## config.mk

```make
export PLATFORM = sky130hd
export DESIGN_NAME = player_motion_unit
export DESIGN_NICKNAME = d
export VERILOG_FILES = /design/src/rtl/player_pkg.sv /design/src/rtl/move_rate_limiter.sv /design/src/rtl/player_motion_unit.sv
export SDC_FILE = /design/constraint.sdc
export NUM_CORES = 1
export LEC_CHECK = 0
export CAP_MARGIN = 20
export CORE_MARGIN = 4
export CORE_UTILIZATION = 35
export DETAILED_ROUTE_END_ITERATION = 8
export GPL_TIMING_DRIVEN = 0
export PLACE_DENSITY_LB_ADDON = 0.1
export SLEW_MARGIN = 40
export SYNTH_ARGS = -nofsm -noshare
export SYNTH_HDL_FRONTEND = slang
export SYNTH_SLANG_ARGS = --single-unit
```

## constraint.sdc

```tcl
create_clock -name clock -period 2.7 [get_ports clock]
set_clock_uncertainty 0.05 [all_clocks]
set_input_delay 0.54 -clock clock [delete_from_list [all_inputs] [get_ports clock]]
set_output_delay 0.54 -clock clock [all_outputs]
set_load 0.02 [all_outputs]
```

## src/rtl/player_pkg.sv

```systemverilog
// Shared types and constants for the player motion datapath.
package player_pkg;

  typedef enum logic [2:0] {
    ST_IDLE,
    ST_PREDICT,
    ST_REQ_X,
    ST_WAIT_X,
    ST_REQ_Y,
    ST_WAIT_Y,
    ST_COMMIT,
    ST_DONE
  } motion_state_t;

  localparam logic [2:0] EMPTY = 3'd0;

  localparam int DEF_X_W       = 14;
  localparam int DEF_Y_W       = 13;
  localparam int DEF_ANG_W     = 8;
  localparam int DEF_DIR_W     = 15;
  localparam int DEF_CELL_SHIFT = 8;
  localparam int DEF_GX_W      = 6;
  localparam int DEF_GY_W      = 5;

  // Opposing key pair to a step term: 2'b01 = +1, 2'b11 = -1, 2'b00 = 0.
  function automatic logic [1:0] key_term(input logic pos, input logic neg);
    if (pos && !neg) return 2'b01;
    if (neg && !pos) return 2'b11;
    return 2'b00;
  endfunction

endpackage

```

## src/rtl/move_rate_limiter.sv

```systemverilog
// Down-counter that enforces a minimum spacing between committed moves.
module move_rate_limiter #(
  parameter int PERIOD = 5000000
) (
  input  logic clock,
  input  logic reset,
  input  logic load,
  output logic ready
);

  localparam int CW = (PERIOD > 1) ? $clog2(PERIOD) : 1;
  localparam logic [CW-1:0] RELOAD = CW'(PERIOD - 1);

  logic [CW-1:0] count;

  // Load on a committed move, otherwise count down to zero and stay there.
  always_ff @(posedge clock or negedge reset) begin
    if (!reset) begin
      count <= '0;
    end else if (load) begin
      count <= RELOAD;
    end else if (count != '0) begin
      count <= count - CW'(1);
    end
  end

  assign ready = (count == '0);

endmodule

```

## src/rtl/player_motion_unit.sv

```systemverilog
// Player pose update: predict from controls, check each axis against the
// level grid (X first, then Y from the accepted X for wall sliding), commit.
//
// state      | meaning
// -----------+------------------------------------------------------------
// IDLE       | waiting for start
// PREDICT    | compute turn, displacement and targets; decide lookups
// REQ_X      | strobe grid lookup for the X target cell
// WAIT_X     | wait for the X cell type, accept or reject X
// REQ_Y      | strobe grid lookup for the Y target cell (accepted X column)
// WAIT_Y     | wait for the Y cell type, accept or reject Y
// COMMIT     | publish pose and blocked flags, arm the rate limiter
// DONE       | one-cycle done pulse
module player_motion_unit
  import player_pkg::*;
#(
  parameter int X_W         = DEF_X_W,
  parameter int Y_W         = DEF_Y_W,
  parameter int ANG_W       = DEF_ANG_W,
  parameter int DIR_W       = DEF_DIR_W,
  parameter int CELL_SHIFT  = DEF_CELL_SHIFT,
  parameter int GX_W        = DEF_GX_W,
  parameter int GY_W        = DEF_GY_W,
  parameter int TURN_SPEED  = 2,
  parameter int MOVE_PERIOD = 5000000
) (
  input  logic             clock,
  input  logic             reset,
  input  logic             start,
  input  logic             turn_right,
  input  logic             turn_left,
  input  logic             move_forward,
  input  logic             move_backward,
  input  logic             strafe_right,
  input  logic             strafe_left,
  input  logic [X_W-1:0]   cur_pos_x,
  input  logic [Y_W-1:0]   cur_pos_y,
  input  logic [ANG_W-1:0] cur_angle,
  input  logic [DIR_W-1:0] dir_x,
  input  logic [DIR_W-1:0] dir_y,
  output logic             grid_req,
  output logic [GX_W-1:0]  grid_x,
  output logic [GY_W-1:0]  grid_y,
  input  logic             grid_valid,
  input  logic [2:0]       grid_out,
  output logic [X_W-1:0]   next_pos_x,
  output logic [Y_W-1:0]   next_pos_y,
  output logic [ANG_W-1:0] next_angle,
  output logic             blocked_x,
  output logic             blocked_y,
  output logic             busy,
  output logic             done
);

  localparam int DX_W = DIR_W + 1;
  // Target width leaves headroom for sign and for overshoot above 2^W.
  localparam int SX_W = ((X_W > DX_W) ? X_W : DX_W) + 2;
  localparam int SY_W = ((Y_W > DX_W) ? Y_W : DX_W) + 2;

  motion_state_t state, state_n;

  logic [1:0]             t_term, f_term, s_term;
  logic signed [DX_W-1:0] dir_x_e, dir_y_e, disp_x, disp_y;
  logic signed [SX_W-1:0] tgt_x_s;
  logic signed [SY_W-1:0] tgt_y_s;
  logic                   out_x, out_y;
  logic [ANG_W-1:0]       turn_angle;

  logic [X_W-1:0]   acc_x, tgt_x;
  logic [Y_W-1:0]   acc_y, tgt_y;
  logic [ANG_W-1:0] tmp_angle;
  logic             blk_x, blk_y, need_y, throttled;
  logic             rate_ready, load_rate, pose_changed;

  function automatic logic signed [DX_W-1:0] scale(input logic [1:0] k,
                                                   input logic signed [DX_W-1:0] v);
    if (k == 2'b01) return v;
    if (k == 2'b11) return -v;
    return '0;
  endfunction

  move_rate_limiter #(.PERIOD(MOVE_PERIOD)) u_rate (
    .clock (clock),
    .reset (reset),
    .load  (load_rate),
    .ready (rate_ready)
  );

  // Prediction: turn, displacement and range check of each axis target.
  always_comb begin
    t_term  = key_term(turn_right, turn_left);
    f_term  = key_term(move_forward, move_backward);
    s_term  = key_term(strafe_right, strafe_left);
    dir_x_e = {dir_x[DIR_W-1], dir_x};
    dir_y_e = {dir_y[DIR_W-1], dir_y};
    disp_x  = scale(f_term, dir_x_e) - scale(s_term, dir_y_e);
    disp_y  = scale(f_term, dir_y_e) + scale(s_term, dir_x_e);
    tgt_x_s = $signed({{(SX_W-X_W){1'b0}}, cur_pos_x}) + SX_W'(disp_x);
    tgt_y_s = $signed({{(SY_W-Y_W){1'b0}}, cur_pos_y}) + SY_W'(disp_y);
    out_x   = |tgt_x_s[SX_W-1:X_W];
    out_y   = |tgt_y_s[SY_W-1:Y_W];
    case (t_term)
      2'b01:   turn_angle = cur_angle + ANG_W'(TURN_SPEED);
      2'b11:   turn_angle = cur_angle - ANG_W'(TURN_SPEED);
      default: turn_angle = cur_angle;
    endcase
  end

  assign pose_changed = (tmp_angle != cur_angle) || (acc_x != cur_pos_x) ||
                        (acc_y != cur_pos_y);

  // State register.
  always_ff @(posedge clock or negedge reset) begin
    if (!reset) state <= ST_IDLE;
    else        state <= state_n;
  end

  // Next-state and control strobes.
  always_comb begin
    state_n   = state;
    grid_req  = 1'b0;
    done      = 1'b0;
    load_rate = 1'b0;
    busy      = (state != ST_IDLE);
    case (state)
      ST_IDLE:    if (start) state_n = ST_PREDICT;
      ST_PREDICT: begin
        if (!rate_ready)                         state_n = ST_COMMIT;
        else if ((disp_x != '0) && !out_x)       state_n = ST_REQ_X;
        else if ((disp_y != '0) && !out_y)       state_n = ST_REQ_Y;
        else                                     state_n = ST_COMMIT;
      end
      ST_REQ_X: begin
        grid_req = 1'b1;
        state_n  = ST_WAIT_X;
      end
      ST_WAIT_X:  if (grid_valid) state_n = need_y ? ST_REQ_Y : ST_COMMIT;
      ST_REQ_Y: begin
        grid_req = 1'b1;
        state_n  = ST_WAIT_Y;
      end
      ST_WAIT_Y:  if (grid_valid) state_n = ST_COMMIT;
      ST_COMMIT: begin
        load_rate = !throttled && pose_changed;
        state_n   = ST_DONE;
      end
      ST_DONE: begin
        done    = 1'b1;
        state_n = ST_IDLE;
      end
      default:    state_n = ST_IDLE;
    endcase
  end

  // Lookup address follows the state so it stays put from request to result.
  always_comb begin
    grid_x = '0;
    grid_y = '0;
    if (state == ST_REQ_X || state == ST_WAIT_X) begin
      grid_x = GX_W'(tgt_x >> CELL_SHIFT);
      grid_y = GY_W'(cur_pos_y >> CELL_SHIFT);
    end else if (state == ST_REQ_Y || state == ST_WAIT_Y) begin
      grid_x = GX_W'(acc_x >> CELL_SHIFT);
      grid_y = GY_W'(tgt_y >> CELL_SHIFT);
    end
  end

  // Working pose, per-axis accept/reject and the committed outputs.
  always_ff @(posedge clock or negedge reset) begin
    if (!reset) begin
      acc_x      <= '0;
      acc_y      <= '0;
      tgt_x      <= '0;
      tgt_y      <= '0;
      tmp_angle  <= '0;
      blk_x      <= 1'b0;
      blk_y      <= 1'b0;
      need_y     <= 1'b0;
      throttled  <= 1'b0;
      next_pos_x <= '0;
      next_pos_y <= '0;
      next_angle <= '0;
      blocked_x  <= 1'b0;
      blocked_y  <= 1'b0;
    end else begin
      case (state)
        ST_PREDICT: begin
          tmp_angle <= rate_ready ? turn_angle : cur_angle;
          acc_x     <= cur_pos_x;
          acc_y     <= cur_pos_y;
          tgt_x     <= tgt_x_s[X_W-1:0];
          tgt_y     <= tgt_y_s[Y_W-1:0];
          throttled <= !rate_ready;
          blk_x     <= rate_ready && out_x;
          blk_y     <= rate_ready && out_y;
          need_y    <= rate_ready && (disp_y != '0) && !out_y;
        end
        ST_WAIT_X: begin
          if (grid_valid) begin
            if (grid_out == EMPTY) acc_x <= tgt_x;
            else                   blk_x <= 1'b1;
          end
        end
        ST_WAIT_Y: begin
          if (grid_valid) begin
            if (grid_out == EMPTY) acc_y <= tgt_y;
            else                   blk_y <= 1'b1;
          end
        end
        ST_COMMIT: begin
          next_pos_x <= acc_x;
          next_pos_y <= acc_y;
          next_angle <= tmp_angle;
          blocked_x  <= blk_x;
          blocked_y  <= blk_y;
        end
        default: ;
      endcase
    end
  end

endmodule

```

==> results.md <==
* Status: finished, violations left
* Violated checks: hold timing, setup timing
* Reg-to-reg startpoint: u_rate.count[5]$_DFFE_PN0P_
* Simple-gate share of the synthesized area at 18.4%
* Die width at between 150 and 200 µm
* Grt total ovfl at 0
* Flops & latches, synth at 129
* Synth Area in Adders at 9.01%
* Residual DRC at 0
* Clk_lat worst skew at around 420 ps
* Ratio of cells with drive above 1 in the final layout at 28.4%
* DRT Wirelength at between 30 and 40 mm
* Crit path DAT at around 5400 ps
* IO Port Bufs at 119
* Rel. slew slack at 43.3%
* WP data required at 2940 ps
* First-pass GRT wire length at 53.6 mm
* Static Leak at 6.34 nW
* Post-DR vias/cell at 5.40
* Final hold slack at -6.09 ps
* Clock power share at roughly 17%
* Initial antenna violation count at 0
* Sequential cell area fraction in the yosys report at approximately a third
* Startpoint Class: primary input
* I/O Pins at 129
* Post-DRT Antenna Nets at 0
* Overall Power at 0.0127 W
* Combinational share of power at between 50% and 60%
* Xor and xnor area share after synthesis at 10.1%
* Top FF cell, synth: dfrtp_1
* Reg2reg path depth at 6
* Final nets at around 1600
* Ys async rst share at 100%
* RePlAce Congestion at 0.879
* Met3 Usage GRT at 2.71%
* Synth area leaders: dfrtp_1, ha_1, xnor2_1, nand2_1, o21ai_0
* Core area at 0.0289 mm²
* Finish-stage setup viols at 26
* Internal at 0.00741 W
* Total die area at 0.0322 mm²
* Synth top area share at 31.4%
* RSZ-0062 raised after global routing: true
* Slew @ Worst Pin at 850 ps
* CTS tree: yes
* Vias in the first global route at between 9000 and 10000
* 1st-pass router iterations at 5
* Clock sink count at 129
* Placed cell count at 1696
* Synth Area in Compound Gates at between 20% and 30%
* Rows at 62
* Main combinational cell family by area after synthesis: compound AO/OA/AOI/OAI gates
* Maximum VDD drop at 0.433 mV
* Reg power frac at 28.4%
* Worst setup EP type: flip-flop
* Yosys warning count at 0
* Area leader, netlist: dfrtp_1
* Total track usage at 21.2%
* Final period utilization at 192%
* Type of the worst setup path: primary input to flip-flop
* PwrDens at about 850 mW/mm²
* Final number of hold-violating endpoints at 2
* R2r setup slk at ~120 ps
* Largest net degree at the start of global routing at 71
* Initial core utilization at 35.6%
* NetSw at 0.00525 W
* Most frequent cells in the layout: nand2_1, dfrtp_1, nor2_1, clkdlybuf4s50_1, buf_4
* WL/cell at 19.0 µm
* Die Y at between 150 and 200 µm
* Via count at 9798
* EDFF count, synth at 0
* Dpl hpwl at 25.8 mm
* Final slew viol count at 0
* Setup ws final at -2490 ps
* Reg clk slew, reported paths at around 70 ps
* CTS buffer count at 17
* Syn Nets at between 1000 and 1500
* Final Util at 51.3%
* GRT met2 Usage at 36.1%
* Drt first-iter violations at 569
* Critical Path Fanout Max at 7
* Sw frac at 41.4%
* Yosys cell types at between 70 and 80
* Worst-case clock buffer depth at 2
* Antenna cells at 0
* Crit path time final at 5190 ps
* Layout area overhead at 44.1%
* Reg-to-Reg End: tmp_angle[2]$_DFFE_PN0N_
* Mean Syn Cell Area at 8.63 µm²
* H-Tree Depth at 4
* Final Instance Count excl. Fillers at 1815
* Mux cell area share after synthesis at 7.48%
* FMAX at 193 MHz
* Grt peak-use layer: met2
* Type of the most critical hold path: primary input to async pin
* Max_cap viols at 0
* Most common cell after layout, fill and taps aside: nand2_1
* Synth Instances at 1192
* Synth Cell Area at about 0.010 mm²
* Met1 usage at 28.7%
* CTS root buf: clkbuf_16
==> cells in the mapped netlist, types with 33 or more instances <==
cell / count
inv_1: 34
a21oi_1: 80
o21ai_0: 90
xnor2_1: 73
ha_1: 66
xor2_1: 44
clkbuf_1: 47
mux2i_1: 33
nor2_1: 86
mux2_2: 39
nand2_1: 138
dfrtp_1: 129
==> logic make-up after synthesis <==
| kind of cell | after synthesis |
|---|---|
| simple gates | 390 |
| mux | 72 |
| flops | 129 |
| buf+inv | 87 |
| xor+xnor | 118 |
| fa+ha+maj | 71 |
| compound gates | 325 |
==> flip-flops by register name, summed over array words and instances (netlist names), 3 cells and up <==
register	cells
acc_y	13
tmp_angle	8
next_angle	8
state	3
tgt_y	13
next_pos_y	13
acc_x	14
next_pos_x	14
tgt_x	14
u_rate.count	23
==> per-stage QoR <==
| step | TNS, ps | instance area [µm²] | setup slack [ps] |
|---|---|---|---|
| floorplan | -27000 | 10600 | -2650 |
| global placement | -676850 | 12300 | -4420 |
| detailed placement | -97820 | 12300 | -4090 |
| CTS | -28100 | 14300 | -2510 |
| global route | -34060 | 14800 | -2630 |
| finish | -29980 | 14800 | -2490 |
==> worst max-delay path, cell delays in order <==
cell and delay (ps):
buf_12 110, inv_12 40, ha_4 140, nand2_4 50
or3_4 330, or3_4 410, or3_4 430, or3_4 410
nor2b_1 160, a22o_1 290, ha_4 300, xnor2_4 210
ha_4 250, and3_4 180, a221o_1 320, and2_4 150
a311o_1 300, nor3b_2 220, a21boi_4 260, nor2_2 50
o41a_1 300
==> timing repair <==
action | 4_1_cts | 5_1_grt
resized for setup | 283 | 94
setup endpoints to repair | 74 | 65
pin swaps | 75 | 73
setup buffers | 75 | 23
hold buffers | 0 | 0
cloned | 0 | 0
endpoints found under the hold margin | 0 | 0
==> power by group through the flow <==
stage | clock (W) | combinational (W) | sequential, W
floorplan | 0 | 0.00362 | 0.00372
global route | 0.00230 | 0.00749 | 0.00373
finish | 0.00217 | 0.00689 | 0.00360
detailed placement | 0 | 0.00600 | 0.00357
global placement | 0 | 0.00594 | 0.00355
CTS | 0.00221 | 0.00660 | 0.00358
==> how the worst max path moves through the flow <==
stage	to	slack, ps	startpoint
6_report	state[2]$_DFFE_PN0P_	-2490	dir_x[1]
5_1_grt	state[2]$_DFFE_PN0P_	-2630	dir_x[1]
4_1_cts	state[2]$_DFFE_PN0P_	-2510	dir_x[0]
3_5_place_dp	state[2]$_DFFE_PN0P_	-4090	dir_x[1]
3_3_place_gp	acc_x[7]$_DFFE_PN0P_	-4420	reset
2_1_floorplan	state[2]$_DFFE_PN0P_	-2650	dir_x[1]
==> layout make-up <==
class	instances	area (µm²)
Clock inverter	12	98.8
Inverter	35	153
Clock buffer	20	457
Fill cell	2739	14000
Multi-Input combinational cell	976	7990
Timing Repair Buffer	212	2070
Sequential cell	129	3230
Buffer	47	337
Tap cell	384	480
==> layer usage <==
metal	part of all wire [%]	wire [µm]
met5	0	0
met4	1.8	606
met3	4.1	1410
met2	48	16700
met1	46	15800
Power figures use the tool's default switching activity.
